**src/rtl/pair_feeder.sv**
```systemverilog
// -----------------------------------------------------------------------------
// pair_feeder
//
// Feeder stage in front of the two-input buffer block. Single words arrive
// over a valid/ready handshake and go into a DEPTH-entry circular FIFO.
// Whenever two or more words are stored and hold is low, the two oldest words
// are popped together and presented as a registered pair on out0/out1, with a
// one-cycle pair_en strobe. flush clears all buffered words. dropped pulses
// when that flush threw data away.
//
// Ports
//   clk      in   system clock, rising edge
//   rst      in   asynchronous active-low reset
//   s_data   in   N-bit input word
//   s_valid  in   s_data is valid
//   s_ready  out  FIFO can take a word this cycle
//   hold     in   suppress pair emission
//   flush    in   synchronous clear of buffered words
//   out0     out  older word of the emitted pair
//   out1     out  newer word of the emitted pair
//   pair_en  out  one-cycle strobe, out0/out1 carry a new pair
//   count    out  number of stored words
//   dropped  out  one-cycle pulse, a flush discarded stored words
// -----------------------------------------------------------------------------
module pair_feeder #(
   parameter int N     = 32,
   parameter int DEPTH = 8
) (
   input  logic                     clk,
   input  logic                     rst,
   input  logic [N-1:0]             s_data,
   input  logic                     s_valid,
   output logic                     s_ready,
   input  logic                     hold,
   input  logic                     flush,
   output logic [N-1:0]             out0,
   output logic [N-1:0]             out1,
   output logic                     pair_en,
   output logic [$clog2(DEPTH):0]   count,
   output logic                     dropped
);

   localparam int AW = $clog2(DEPTH);
   localparam int CW = AW + 1;
   localparam logic [CW-1:0] FULL_CNT = CW'(DEPTH);

   logic [N-1:0]    mem [DEPTH];

   logic [AW-1:0]   wr_ptr_q, wr_ptr_d;
   logic [AW-1:0]   rd_ptr_q, rd_ptr_d;
   logic [CW-1:0]   count_q, count_d;
   logic [N-1:0]    out0_q, out0_d;
   logic [N-1:0]    out1_q, out1_d;
   logic            pair_en_q, pair_en_d;
   logic            dropped_q, dropped_d;

   logic            wr_en;
   logic            pop;
   logic [AW-1:0]   rd_ptr_p1;

   // rst is folded in so no handshake completes while reset is held
   assign s_ready   = rst && (count_q != FULL_CNT);
   assign wr_en     = s_valid && s_ready && !flush;
   assign pop       = (count_q >= CW'(2)) && !hold && !flush;
   // Natural wrap of the AW-bit pointer lets a pair straddle the array top
   assign rd_ptr_p1 = rd_ptr_q + AW'(1);

   always_comb begin
      wr_ptr_d  = wr_ptr_q;
      rd_ptr_d  = rd_ptr_q;
      count_d   = count_q;
      out0_d    = out0_q;
      out1_d    = out1_q;
      pair_en_d = 1'b0;
      dropped_d = 1'b0;
      if (flush) begin
         wr_ptr_d  = '0;
         rd_ptr_d  = '0;
         count_d   = '0;
         dropped_d = (count_q != '0);
      end else begin
         if (wr_en) begin
            wr_ptr_d = wr_ptr_q + AW'(1);
         end
         if (pop) begin
            out0_d    = mem[rd_ptr_q];
            out1_d    = mem[rd_ptr_p1];
            rd_ptr_d  = rd_ptr_q + AW'(2);
            pair_en_d = 1'b1;
         end
         // The write and the pop both use the pre-edge count, so a full FIFO
         // refuses the write even when a pair leaves in the same cycle
         count_d = count_q + CW'(wr_en) - (pop ? CW'(2) : CW'(0));
      end
   end

   always_ff @(posedge clk or negedge rst) begin
      if (!rst) begin
         wr_ptr_q  <= '0;
         rd_ptr_q  <= '0;
         count_q   <= '0;
         out0_q    <= '0;
         out1_q    <= '0;
         pair_en_q <= 1'b0;
         dropped_q <= 1'b0;
      end else begin
         wr_ptr_q  <= wr_ptr_d;
         rd_ptr_q  <= rd_ptr_d;
         count_q   <= count_d;
         out0_q    <= out0_d;
         out1_q    <= out1_d;
         pair_en_q <= pair_en_d;
         dropped_q <= dropped_d;
      end
   end

   // Storage needs no reset; the pointers define what is valid
   always_ff @(posedge clk) begin
      if (wr_en) begin
         mem[wr_ptr_q] <= s_data;
      end
   end

   assign out0    = out0_q;
   assign out1    = out1_q;
   assign pair_en = pair_en_q;
   assign count   = count_q;
   assign dropped = dropped_q;

endmodule

```
**config.mk**
```make
export PLATFORM = sky130hd
export DESIGN_NAME = pair_feeder
export DESIGN_NICKNAME = d
export VERILOG_FILES = /design/src/rtl/pair_feeder.sv
export SDC_FILE = /design/constraint.sdc
export NUM_CORES = 1
export LEC_CHECK = 0
export CORE_UTILIZATION = 53
export DETAILED_ROUTE_END_ITERATION = 8
export GPL_TIMING_DRIVEN = 0
export PLACE_DENSITY = 0.74
export SKIP_LAST_GASP = 1
export SLEW_MARGIN = 20
export SYNTH_ARGS = -nofsm -noshare
export SYNTH_HDL_FRONTEND = slang
export SYNTH_SLANG_ARGS = --single-unit
```
**constraint.sdc**
```tcl
create_clock -name clk -period 4.6 [get_ports clk]
set_input_delay 1.38 -clock clk [delete_from_list [all_inputs] [get_ports clk]]
set_output_delay 1.38 -clock clk [all_outputs]
set_load 0.02 [all_outputs]
```
==> results of run 1 <==
==> metrics by stage <==
stage	power, uW	cell area (sq um)	setup slack (ns)
CTS	8690	15300	0.259
global route	8920	15300	0.173
detailed placement	6010	14200	0.266
global placement	5940	13900	-5.61
floorplan	5060	12400	0.199
finish	8600	15300	0.294
==> cell usage in the layout (no fill, tap or decap), drive strengths merged, types with 2 or more instances in the layout <==
cell type | netlist | layout
clkdlybuf4s50 | 0 | 106
nor3 | 4 | 4
dfrtp | 75 | 75
mux2 | 65 | 65
and2 | 2 | 2
a21oi | 5 | 5
nand2 | 2 | 2
mux4 | 64 | 64
nand2b | 2 | 2
nor2b | 3 | 3
bufinv | 0 | 3
nor2 | 9 | 9
inv | 7 | 8
o21ai | 4 | 4
clkbuf | 3 | 49
clkinvlp | 0 | 2
edfxtp | 256 | 256
clkinv | 0 | 9
or3 | 3 | 3
buf | 20 | 38
ha | 7 | 7
nand3 | 3 | 3
==> worst max-delay path, stage by stage <==
cell and delay, ns:
buf_4 0.39, buf_16 0.30, and2_1 0.18, clkdlybuf4s50_1 0.60
==> state kept, by name, indices dropped and copies added, names as in the netlist <==
register / cells
out1: 32
pair_en: 1
count: 4
dropped: 1
wr_ptr_q: 3
rd_ptr_q: 2
out0: 32
mem: 256
==> cell families (layout without fill, tap and decap cells) <==
kind of cell             count (synthesis)  in the layout  synth area share, %
flip-flops                             331            331                 77.1
multiplexers                           129            129                 18.4
AND/OR/NAND/NOR                         33             33                 1.48
buffers and inverters                   30            215                 1.67
AO/OA/AOI/OAI                           12             12                0.545
adder cells (fa/ha/maj)                  7              7                0.706
XOR/XNOR                                 1              1               0.0706
==> area by class of cell <==
type,instances,share of cell area (%)
Clock buffer,46,6.05
Inverter,7,0.172
Buffer,23,1.18
Timing Repair Buffer,124,9.01
Tap cell,313,2.56
Sequential cell,331,62.4
Multi-Input combinational cell,182,17.6
Clock inverter,15,1.04
==> routing by layer <==
layer / vias to the layer above / part of all wire (%) / GRT usage (%)
met3: 51 / 5.5 / 4.21
met4: 2 / 2.3 / 6.41
met5: - / 0.059 / 0
met1: 3084 / 41 / 28.1
li1: 2530 / - / -
met2: 168 / 51 / 35.3
==> Yosys cell counts <==
cell / n
and3b_1: 1
or4_1: 1
or3b_2: 1
nor3_2: 1
nor3_1: 3
nand2_1: 2
buf_6: 1
or3_1: 3
mux2_4: 30
nand3b_1: 1
o31ai_1: 1
inv_1: 7
a21oi_1: 5
mux2_2: 35
edfxtp_1: 256
buf_1: 3
nand3_1: 3
buf_2: 9
and2_1: 2
dfrtp_1: 75
mux4_2: 64
nor3b_1: 1
clkbuf_1: 3
buf_4: 3
ha_1: 7
buf_12: 4
o21ai_0: 4
nand2b_1: 2
xor2_1: 1
a21boi_0: 1
nor2b_1: 3
nor2_1: 9
o21a_1: 1
==> worst paths after layout <==
check                           end  slack, ns     start  cells after the start
max                         s_ready       0.29       rst                      4
min                         out0[3]       0.51   out0[3]                      1
max reg2reg                count[3]       1.90  count[2]                     11
min reg2reg                 out0[3]       0.51   out0[3]                      1
max in group asynchronous   out0[3]       3.10       rst                      2
min in group asynchronous  out1[17]       0.84       rst                      1
==> where the power goes <==
part           internal [uW]  switching, uW  total, uW
Combinational           1200            961       2160
Clock                   1590           1070       2660
Sequential              3560            214       3770
==> metrics.md, run 1 <==
| Metric | Value |
|---|---|
| Clock sinks | `331` |
| Vias in the first global route | `roughly 6.4k` |
| Overflow after GRT | `0` |
| Die Span X | `approximately 150 um` |
| N_diodes | `0` |
| Syn Nets | `587` |
| Static Leak | `0.00524 uW` |
| Slew headroom | `41.2%` |
| Dpl cells | `980` |
| DRT antenna net count | `0` |
| Fin crit share | `93.6%` |
| Synth area leader | `edfxtp_1` |
| CTS tree | `built` |
| Die H | `155 um` |
| HPWL after DPL | `around 16000 um` |
| HP Class | `register to register` |
| Synth top area share | `62.0%` |
| Fillers | `1445` |
| Vias | `~5.8k` |
| Hold Fails Final Rpt | `0` |
| Status | `finished, final reports clean` |
| Routed WL per cell | `22.9 um` |
| Crit Path Max Fanout | `49` |
| Unique cell type count in the Yosys netlist | `33` |
| First-pass GRT wire length | `37100 um` |
| Fmax | `232 MHz` |
| Initial antenna violation count | `1` |
| CP arrival | `2.93 ns` |
| CTS clk-pin slew, worst paths | `0.05 ns` |
| Synth area leaders | `edfxtp_1 (62%), dfrtp_1 (15%), mux4_2 (12%), mux2_4 (3.6%), mux2_2 (3.2%)` |
| Layout area overhead | `23.5%` |
| Crit path launch type | `input port` |
| YS warnings | `0` |
| VDD IR max | `0.000343 V` |
| Skew-Pair Late Insertion Delay | `0.51 ns` |
| DRT iter0 DRCs | `around 380` |
| Routability cong. | `approximately 0.76` |
| Setup Crit Path Kind | `input port to primary output` |
| Worst slew pin tran | `0.881 ns` |
| Setup bufs post-CTS | `0` |
| Post-Synthesis Cell Area | `around 12000 sq um` |
| Resized cells post-CTS | `0` |
| GRT Util Overall | `a little over a fifth` |
| DR DRC count | `0` |
| Hold Slack | `0.507 ns` |
| Reg area | `9560 sq um` |
| CTS buffer count | `35` |
| Final Skew | `a little under 0.02 ns` |
| Row cnt | `55` |
| CTS H-tree lvls | `2` |
| Pwr per Cell Area | `561 nW/um^2` |
| First-pass DRT Iterations | `4` |
| Setup TNS | `0 ns` |
| CP endpoint kind | `primary output` |
| Max_cap viols | `0` |
| Area taken by multi-input logic gates | `around 2700 sq um` |
| Net count, final | `748` |
| Initial Util | `54.5%` |
| Final wirelength | `approximately 24000 um` |
| Via density per instance | `5.61` |
| Seq/Total Area, Yosys | `77.1%` |
| Syn_area_per_cell | `22.8 sq um` |
| Core footprint | `between 20000 and 25000 sq um` |
| Fraction of layout instances using a drive strength above 1 | `30.5%` |
| Cts hold-fix bufs | `0` |
| Synthesized netlist cell count | `roughly 540` |
| Die Area | `24000 sq um` |
| Worst EP required | `3.22 ns` |
| Io pins | `between 100 and 150` |
| PortBufs | `107` |
| Largest net degree at the start of global routing | `50` |
| Fin cells | `1041` |
| RSZ-0062 raised after global routing | `no` |
| Layout Utilization | `67.3%` |
| Max clock buf depth | `3` |
| Final setup vio count | `0` |
| Slew Limit Fails | `0` |
| Clock period minus worst slack | `4.31 ns` |
| Clock root cell | `clkbuf_16` |
| Count of state elements after synthesis | `331` |
Note: power is estimated with default switching activity, not from simulation.
==> run 2, diff against run 1 <==
clock period = 5.3 ns   (was 4.6 ns; I/O delays follow)
==> results of run 2 <==
The final DEF is identical to that of run 1. Status: finished, final reports clean.
Main changes from that run: setup slack after placement 0.266 ns -> 0.546 ns; setup slack after layout 0.294 ns -> 0.574 ns; register-to-register setup slack 1.90 ns -> 2.60 ns; total power 8600 uW -> 7460 uW; worst IR drop on VDD 0.000343 V -> 0.000297 V
